### config.mk
export PLATFORM = sky130hd
export DESIGN_NAME = hid_key_event_fifo
export DESIGN_NICKNAME = d
export VERILOG_FILES = /design/src/rtl/hid_key_event_fifo.sv
export SDC_FILE = /design/constraint.sdc
export NUM_CORES = 1
export LEC_CHECK = 0
export ABC_CLOCK_PERIOD_IN_PS = 8600
export CORE_MARGIN = 4
export CORE_UTILIZATION = 55
export CTS_CLUSTER_DIAMETER = 60
export DETAILED_ROUTE_END_ITERATION = 10
export GPL_TIMING_DRIVEN = 0
export PLACE_DENSITY_LB_ADDON = 0.3
export SYNTH_ARGS = -nofsm -noshare
export SYNTH_HDL_FRONTEND = slang
export SYNTH_SLANG_ARGS = --single-unit
### constraint.sdc
create_clock -name iCLK -period 8.6 [get_ports iCLK]
set_clock_uncertainty 0.15 [all_clocks]
set_input_delay 1.72 -clock iCLK [delete_from_list [all_inputs] [get_ports iCLK]]
set_output_delay 1.72 -clock iCLK [all_outputs]
set_load 0.005 [all_outputs]
### src/rtl/hid_key_event_fifo.sv
// HID boot-keyboard report differ: compares each 8-byte report against the previous one
// and queues press/release events (keycode, ASCII, direction, modifiers) in a fall-through FIFO.
module hid_key_event_fifo #(
    parameter int FIFO_DEPTH = 16,
    parameter int AW         = 4
) (
    input  logic          iCLK,
    input  logic          iRSTN,
    input  logic [63:0]   iREPORT,
    input  logic          iREPORT_VALID,
    output logic          oBUSY,
    output logic          oVALID,
    input  logic          iREADY,
    output logic [7:0]    oKEYCODE,
    output logic [7:0]    oASCII,
    output logic          oPRESS,
    output logic [7:0]    oMOD,
    output logic [AW:0]   oCOUNT,
    output logic          oOVF,
    output logic [7:0]    oDROPS
);

    typedef enum logic [1:0] {IDLE, PRESS_SCAN, REL_SCAN, COMMIT} state_t;

    state_t           state_q, state_d;
    logic [2:0]       idx_q, idx_d;
    logic [7:0]       cur_mod_q, cur_mod_d;
    logic [47:0]      cur_keys_q, cur_keys_d;
    logic [47:0]      prev_keys_q, prev_keys_d;
    logic [AW-1:0]    wr_ptr_q, wr_ptr_d;
    logic [AW-1:0]    rd_ptr_q, rd_ptr_d;
    logic [AW:0]      count_q, count_d;
    logic             ovf_q, ovf_d;
    logic [7:0]       drops_q, drops_d;
    logic [24:0]      mem_q [FIFO_DEPTH];

    logic [7:0]       scan_key;
    logic             push_req;
    logic             push_ok;
    logic             pop;
    logic             full;
    logic [24:0]      push_data;
    logic [24:0]      head;
    logic             unused_reserved;

    // The reserved report byte carries no information for the differ.
    assign unused_reserved = ^iREPORT[15:8];

    function automatic logic [7:0] hid_to_ascii(input logic [7:0] code, input logic shift);
        logic [7:0] a;
        a = 8'h00;
        if (code >= 8'h04 && code <= 8'h1D) begin
            a = (shift ? 8'h41 : 8'h61) + (code - 8'h04);
        end else if (code >= 8'h1E && code <= 8'h26) begin
            a = 8'h31 + (code - 8'h1E);
        end else begin
            case (code)
                8'h27:   a = 8'h30;
                8'h28:   a = 8'h0D;
                8'h2A:   a = 8'h08;
                8'h2B:   a = 8'h09;
                8'h2C:   a = 8'h20;
                default: a = 8'h00;
            endcase
        end
        return a;
    endfunction

    function automatic logic key_in(input logic [47:0] keys, input logic [7:0] code);
        logic hit;
        hit = 1'b0;
        for (int s = 0; s < 6; s++) begin
            if (keys[8*s +: 8] == code) hit = 1'b1;
        end
        return hit;
    endfunction

    always_comb begin
        scan_key = 8'h00;
        for (int s = 0; s < 6; s++) begin
            if (idx_q == 3'(s)) begin
                scan_key = (state_q == PRESS_SCAN) ? cur_keys_q[8*s +: 8] : prev_keys_q[8*s +: 8];
            end
        end
    end

    always_comb begin
        state_d     = state_q;
        idx_d       = idx_q;
        cur_mod_d   = cur_mod_q;
        cur_keys_d  = cur_keys_q;
        prev_keys_d = prev_keys_q;
        push_req    = 1'b0;
        case (state_q)
            IDLE: begin
                if (iREPORT_VALID) begin
                    cur_mod_d  = iREPORT[7:0];
                    cur_keys_d = iREPORT[63:16];
                    idx_d      = 3'd0;
                    state_d    = PRESS_SCAN;
                end
            end
            PRESS_SCAN: begin
                // A full-ErrorRollOver report carries no usable key state; leave PREV alone.
                if (idx_q == 3'd0 && cur_keys_q == {6{8'h01}}) begin
                    state_d = IDLE;
                end else begin
                    push_req = (scan_key >= 8'h04) && !key_in(prev_keys_q, scan_key);
                    if (idx_q == 3'd5) begin
                        idx_d   = 3'd0;
                        state_d = REL_SCAN;
                    end else begin
                        idx_d = idx_q + 3'd1;
                    end
                end
            end
            REL_SCAN: begin
                push_req = (scan_key >= 8'h04) && !key_in(cur_keys_q, scan_key);
                if (idx_q == 3'd5) begin
                    idx_d   = 3'd0;
                    state_d = COMMIT;
                end else begin
                    idx_d = idx_q + 3'd1;
                end
            end
            COMMIT: begin
                prev_keys_d = cur_keys_q;
                state_d     = IDLE;
            end
            default: state_d = IDLE;
        endcase
    end

    always_comb begin
        push_data = {scan_key, hid_to_ascii(scan_key, cur_mod_q[1] | cur_mod_q[5]),
                     state_q == PRESS_SCAN, cur_mod_q};
        full      = (count_q == (AW+1)'(FIFO_DEPTH));
        pop       = (count_q != '0) && iREADY;
        push_ok   = push_req && (!full || pop);
        wr_ptr_d  = push_ok ? wr_ptr_q + AW'(1) : wr_ptr_q;
        rd_ptr_d  = pop ? rd_ptr_q + AW'(1) : rd_ptr_q;
        count_d   = count_q;
        if (push_ok && !pop) count_d = count_q + (AW+1)'(1);
        if (!push_ok && pop) count_d = count_q - (AW+1)'(1);
        ovf_d     = ovf_q | (push_req && !push_ok);
        drops_d   = drops_q;
        if (iREPORT_VALID && state_q != IDLE && drops_q != 8'hFF) drops_d = drops_q + 8'd1;
    end

    always_ff @(posedge iCLK or negedge iRSTN) begin
        if (!iRSTN) begin
            state_q     <= IDLE;
            idx_q       <= 3'd0;
            cur_mod_q   <= 8'h00;
            cur_keys_q  <= 48'h0;
            prev_keys_q <= 48'h0;
            wr_ptr_q    <= '0;
            rd_ptr_q    <= '0;
            count_q     <= '0;
            ovf_q       <= 1'b0;
            drops_q     <= 8'h00;
        end else begin
            state_q     <= state_d;
            idx_q       <= idx_d;
            cur_mod_q   <= cur_mod_d;
            cur_keys_q  <= cur_keys_d;
            prev_keys_q <= prev_keys_d;
            wr_ptr_q    <= wr_ptr_d;
            rd_ptr_q    <= rd_ptr_d;
            count_q     <= count_d;
            ovf_q       <= ovf_d;
            drops_q     <= drops_d;
        end
    end

    // Storage needs no reset: head fields are masked whenever the FIFO is empty.
    always_ff @(posedge iCLK) begin
        if (push_ok) mem_q[wr_ptr_q] <= push_data;
    end

    assign head     = mem_q[rd_ptr_q];
    assign oVALID   = (count_q != '0);
    assign oKEYCODE = oVALID ? head[24:17] : 8'h00;
    assign oASCII   = oVALID ? head[16:9]  : 8'h00;
    assign oPRESS   = oVALID ? head[8]     : 1'b0;
    assign oMOD     = oVALID ? head[7:0]   : 8'h00;
    assign oBUSY    = (state_q != IDLE);
    assign oCOUNT   = count_q;
    assign oOVF     = ovf_q;
    assign oDROPS   = drops_q;

endmodule

Word-level counts from Yosys, hierarchy flattened
Memory sizes are Yosys's and may differ from the RTL's.
Index checks and enable logic that the tools add are counted.
Widths: inputs -> output; s select.
{"block": "totals", "elab_cells": 136, "mem_count": 1, "output_inout_bits": 41, "input_bits": 68, "ramBits": 400, "ff_bits": 131}
{"name": "mem_q", "words": 16, "width": 25, "read_ports": 1, "rd_clocked_by_memory_dff": 0, "write_ports": 1, "line": "35", "text": "logic [24:0] mem_q [FIFO_DEPTH];"}
{"block": "op_classes", "mux": 50, "bitwise": 2, "eq_ne": 32, "n_lt_le_gt_ge": 4, "reduce_logical": 27, "n_addsub": 10}
{"cell": "$mux 8", "count": 17}
{"cell": "$eq 8x8->1", "count": 12}
{"cell": "$eq 48x41->1 const B", "count": 1}
{"cell": "$eq 8x6->1 const B", "count": 5}
{"cell": "$pmux 6 s5", "count": 1}
{"cell": "$mux 1", "count": 19}
{"cell": "$logic_and 1x1->1", "count": 12}
{"cell": "$mux 5", "count": 2}
{"cell": "$mux 3", "count": 3}
{"cell": "$pmux 3 s3", "count": 1}
{"cell": "$add 4x1->4 const B", "count": 2}
{"cell": "$add 6x8->8 const A", "count": 1}
{"cell": "$add 7x8->8", "count": 1}
{"cell": "$add 8x1->8 const B", "count": 1}
{"cell": "$ge 8x3->1 const B", "count": 1}
{"cell": "$ge 8x5->1 const B", "count": 1}
{"cell": "$le 8x5->1 const B", "count": 1}
{"cell": "$le 8x6->1 const B", "count": 1}
{"cell": "$mux 2", "count": 4}
{"cell": "$ne 8x8->1 const B", "count": 1}
{"cell": "$pmux 2 s4", "count": 1}
{"cell": "$sub 8x3->8 const B", "count": 1}
{"cell": "$sub 8x5->8 const B", "count": 1}
{"cell": "$eq 3x2->1 const B", "count": 2}
{"cell": "22 further kinds", "count": 33}

Depth between registers and ports, before layout
{"block": "depth", "ltp_word": 25, "ltp_mapped": 30, "mapped_depth_nobuf": 23}

Least setup slack after synthesis
No wires, ideal clock.
{"block": "synth_timing", "path_type": "register to register", "start": "register (tool-made name)", "end": "memory mem_q[12][0] (enable)", "setup_time_ns": 0.479, "synth_period_minus_slack_ns": 7.190, "stages_incl_launch_ff": 24, "path_buffers": 8, "arrival_time_ns": 6.561, "slack_ns": 1.410, "required_ns": 7.971, "path_cell_list": "dfrtp_1 inv_1 ha_1 buf_4 buf_6 buf_8 buf_12 buf_4 mux2i_1 o22ai_1 o21ai_1 nand2_1 buf_2 inv_1 ha_1 nand2_1 nand3_1 o31a_1 and2_1 and4b_1 buf_2 nor2_8 buf_4 nor4b_1"}
{"item": "to (decl)", "line": "35"}

Final worst setup path
{"block": "layout_timing", "start": "register idx_q[0]", "end": "register count_q[4], in the netlist oCOUNT[4]"}
{"block": "layout_between", "elab_chain_cells": 24, "word_cells_on_any_way": 53, "classes_between": "1 x order compare; 17 x eq/ne; 24 x mux; 11 x reduce/logical"}
{"item": "from (decl)", "line": "26", "text": "logic [2:0] idx_q, idx_d;"}
{"item": "from (signal assigned)", "line": "164", "text": "idx_q <= idx_d;"}
{"item": "$logic_not 3->1", "line": "81", "text": "if (idx_q == 3'(s)) begin"}
{"item": "$mux 8 (5 in a row)", "line": "81"}
{"item": "$mux 8 *", "line": "81"}
{"item": "net push_data[18]", "line": "42", "text": "logic [24:0] push_data;"}
{"item": "$eq 8x8->1", "line": "73", "text": "if (keys[8*s +: 8] == code) hit = 1'b1;"}
{"item": "$mux 1 (6 in a row)", "line": "73"}
{"item": "$mux 1", "line": "105", "text": "if (idx_q == 3'd0 && cur_keys_q == {6{8'h01}}) begin"}
{"item": "$mux 1", "line": "94", "text": "case (state_q)"}
{"item": "$logic_not 1->1", "line": "108", "text": "push_req = (scan_key >= 8'h04) && !key_in(prev_keys_q, scan_key);"}
{"item": "$logic_and 1x1->1", "line": "108"}
{"item": "$mux 1", "line": "105"}
{"item": "$pmux 1 s2 *", "line": "94"}
{"item": "$logic_and 1x1->1 *", "line": "139", "text": "push_ok = push_req && (!full || pop);"}
{"item": "$logic_not 1->1", "line": "144", "text": "if (!push_ok && pop) count_d = count_q - (AW+1)'(1);"}
{"item": "$logic_and 1x1->1", "line": "144"}
{"item": "$mux 5 or $reduce_bool 2->1 (tied branches)"}
{"item": "to (signal assigned)", "line": "170", "text": "count_q <= count_d;"}
{"item": "to (decl)", "line": "32", "text": "logic [AW:0] count_q, count_d;"}
The timed path passes the listed nets; every way through them passes the cells marked *. The select of a mux whose other input is x is not followed.
A chain may end at the register's enable or synchronous reset.

==> impl_results.rst <==
.. list-table::
   :header-rows: 1

   * - Metric
     - Value
   * - I/O Buffers
     - 99
   * - Nets in the synthesized netlist
     - 1741
   * - Maximum clock path buffer count
     - 3
   * - Total of max-cap violations
     - 0
   * - Detail Route Antenna Nets
     - 0
   * - Final Core Density
     - 0.647
   * - Startpoint types
     - flop
   * - Reg2Reg Depth
     - 26
   * - Number of fill cells in the layout
     - 3159
   * - Ports
     - 109
   * - Number of vias per cell after detailed routing
     - 7.05
   * - Post-route DRC
     - 0
   * - Clock period minus final worst setup slack
     - 8070 ps
   * - Category of the most critical setup path
     - flop to flop
   * - Die area
     - 49500 um2
   * - Register area share after synthesis
     - 0.604
   * - Vias in the first global route
     - 17900
   * - Die height
     - 223 um
   * - Count of flip-flops with a built-in enable after synthesis
     - 400
   * - Worst Min Path Start
     - oOVF$_DFF_PN0_
   * - Number of hold buffers added after CTS
     - 0
   * - Layout area overhead
     - 16.1%
   * - Root Buffer Master
     - clkbuf_16
   * - Antenna violations before repair
     - 0
   * - Fmax
     - 124 MHz
   * - Total via count in the routed design
     - 17400
   * - Area share of the leading cell type in the synthesized netlist
     - 0.474
   * - TritonCTS Buffers
     - 54
   * - Worst IR drop on VDD
     - 0.316 mV
   * - Initial core utilization
     - 0.557
   * - Total grt overflow
     - 0
   * - Ys Warns
     - 0
   * - Wire length of the first global-routing pass
     - 130000 um
   * - Layout Nets
     - 1916
   * - Share of synthesized registers carrying an async set or reset
     - 0.247
   * - Clock sink total
     - 531
   * - Post-synthesis area per instance
     - 15.4 um2
   * - FF-to-FF End
     - oCOUNT[4]$_DFFE_PN0P_
   * - Post-route clock period utilization
     - 0.939
   * - Hold Vio Cnt, Final
     - 0
   * - Clock edge transition at the registers on the reported setup and hold paths
     - 60 ps
   * - Aggregate global-route resource usage
     - 0.364
   * - Worst hold path depth
     - 1
   * - R2R Path Start
     - idx_q[0]$_DFFE_PN0P_
   * - Initial drt markers
     - 2493
   * - Setup slack, reg-to-reg
     - 530 ps
   * - Standard cell core area
     - 45500 um2
   * - Synthesized instance count
     - 1641
   * - Gates resized, CTS repair
     - 0
   * - Ratio of cells with drive above 1 in the final layout
     - 0.241
   * - Main flop type after synthesis
     - edfxtp_1
   * - Wire length reported by the detailed router
     - 90900 um
   * - Post-CTS setup buffer count
     - 0
   * - Hold Crit Class
     - flop to flop
   * - Critical-path maximum fanout
     - 27
   * - Result of the run
     - finished, final reports clean
   * - Cell Area, Synth
     - 25300 um2
   * - PD cells
     - 500 nW/um2
   * - TritonCTS clock tree
     - done
   * - Worst-case hold path end point
     - oOVF$_DFF_PN0_
   * - Clock H-tree levels
     - 2
   * - Worst-skew pair later-pin latency
     - 630 ps
   * - Crit end category
     - flop
   * - First drt pass iteration count
     - 7
   * - Row Count
     - 78
   * - Critical Path Start
     - idx_q[0]$_DFFE_PN0P_
   * - Count of endpoints failing setup in the final report
     - 0
   * - Maximum number of pins on one net before global-route repair
     - 77
   * - Number of distinct library cells after synthesis
     - 96
   * - Detail-routed net length per standard cell
     - 36.9 um
   * - WP data required
     - 8930 ps
   * - Placer congestion estimate
     - 0.981
   * - Worst slew margin relative to its limit
     - 0.0152
   * - Leakage power summed over all cells
     - 10.5 nW
   * - Yosys top cell by area
     - edfxtp_1
   * - Final worst hold slack
     - 335 ps
   * - Slew at the pin closest to its max-slew limit
     - 1480 ps
   * - Number of slew-limit violations in the final report
     - 0
   * - Synthesized flop and latch total
     - 531
   * - Worst EP arrival
     - 8400 ps
   * - Die Wd
     - 223 um
   * - Antenna Cells
     - 0
   * - Largest cells by area after synthesis
     - edfxtp_1, dfrtp_1, mux4_2
   * - Half-perimeter wire length after detailed placement
     - 58000 um
   * - Unrepaired setup endpoints after global routing
     - no
state kept, by name, indices dropped and copies added (netlist names), named ones only:
register / cells
oCOUNT: 5
wr_ptr_q: 4
state_q: 1
oOVF: 1
prev_keys_q: 48
cur_mod_q: 8
mem_q: 400
cur_keys_q: 48
oDROPS: 8
idx_q: 3
rd_ptr_q: 4
worst max-delay path, stage by stage (launching register included):
cell,delay (ps)
dfrtp_1,370
buf_2,270
buf_1,590
and2_1,220
ha_1,150
buf_1,650
inv_1,460
o21ai_0,230
o21ai_1,90
nand2_1,500
buf_2,690
inv_1,190
ha_1,330
nand2_1,110
nand3_1,120
o31a_1,330
and2_1,180
and4b_1,220
buf_2,180
nor3_1,440
ha_1,360
a21o_1,190
a21oi_1,270
nand2_1,80
or3_1,320
o211ai_1,110
o211ai_1,110
power by group:
group / total [W] / switching, W / leakage (nW) / internal (W)
registers: 0.00468 / 0.000590 / 5.26 / 0.00409
clock network: 0.00265 / 0.00110 / 0.979 / 0.00155
logic: 0.00737 / 0.00461 / 4.28 / 0.00276
cells in the mapped netlist, types with 9 or more instances:
library cell and number:
o211ai_1 13, and2_1 38, o2111ai_1 11, mux2_2 122, or3_1 11, inv_1 39, xnor2_1 34, ha_1 31
o22a_1 11, a21oi_1 31, dfrtp_1 131, o21ai_0 45, and3_1 20, nand2b_1 12, nand2_1 65, clkbuf_1 51
nand4_1 25, nor2_1 39, mux2i_1 70, o22ai_1 18, nand3_1 26, mux4_2 126, a211oi_1 9, nor4_1 18
buf_2 18, buf_1 21, nor3_1 17, edfxtp_1 400, xor2_1 14
placed cells by master, fill, tap and decap left out, drive strengths merged, types with 8 or more instances in the layout:
| cell type | netlist | final |
|---|---|---|
| a2111oi | 8 | 8 |
| a211oi | 9 | 9 |
| a21oi | 32 | 32 |
| a31oi | 8 | 8 |
| and2 | 38 | 38 |
| and3 | 21 | 21 |
| buf | 49 | 70 |
| bufinv | 0 | 12 |
| clkbuf | 53 | 112 |
| clkdlybuf4s50 | 0 | 98 |
| clkinv | 1 | 25 |
| dfrtp | 131 | 131 |
| edfxtp | 400 | 400 |
| ha | 31 | 31 |
| inv | 41 | 46 |
| mux2 | 126 | 126 |
| mux2i | 71 | 71 |
| mux4 | 126 | 126 |
| nand2 | 68 | 68 |
| nand2b | 12 | 12 |
| nand3 | 26 | 26 |
| nand4 | 25 | 25 |
| nor2 | 41 | 41 |
| nor3 | 17 | 17 |
| nor4 | 18 | 18 |
| o2111ai | 11 | 11 |
| o211ai | 13 | 13 |
| o21ai | 51 | 51 |
| o221ai | 8 | 8 |
| o22a | 12 | 12 |
| o22ai | 18 | 18 |
| or3 | 11 | 11 |
| xnor2 | 34 | 34 |
| xor2 | 14 | 14 |
final cells by class:
type                    instances  area, um2  area share
clock buffers                  59       1390      0.0473
inverters                      42        159     0.00540
repair buffers                119       1230      0.0420
multi-input cells             966       9490       0.323
clock inverters                43        604      0.0206
well taps                     600        751      0.0255
flip-flops and latches        531      15300       0.520
plain buffers                 102        480      0.0163
per-layer routing:
layer  wire length [um]  up-vias  share of wire  track usage
li1                   -     6896              -            -
met1              31400     8716           0.35        0.456
met2              43900     1389           0.48        0.594
met3               9030      349          0.099       0.0749
met4               6570        0          0.072        0.209
met5                  0        -              0            0
metrics by stage:
stage,total power [W],TNS [ps],setup slack [ps],area (um2),instances
global route,0.0152,0,283,29400,2462
floorplan,0.00881,0,1410,25300,1641
CTS,0.0144,0,375,29400,2462
finish,0.0147,0,528,29400,2462
global placement,0.0114,-413190,-4470,27100,2340
detailed placement,0.0116,0,449,27400,2360
cells by family (layout without fill, tap and decap cells):
logic type,after synthesis,after routing,share of synthesized area
DFF,531,531,0.604
and+or+nand+nor,321,321,0.0714
muxes,323,323,0.197
xor gates and xnor gates,48,48,0.0166
buffers and inverters,144,365,0.0253
AOI/OAI and AO/OA,242,242,0.0699
adders and majority gates,32,32,0.0161
worst max path at each step:
stage | cells past startpoint | end
after floorplan | 23 | mem_q[12][0]$_DFFE_PP_
after detailed placement | 25 | oCOUNT[4]$_DFFE_PN0P_
after global routing | 26 | oCOUNT[4]$_DFFE_PN0P_
final | 26 | oCOUNT[4]$_DFFE_PN0P_
after CTS | 25 | oCOUNT[4]$_DFFE_PN0P_
after global placement | 17 | mem_q[12][6]$_DFFE_PP_
Power figures use the tool's default switching activity.
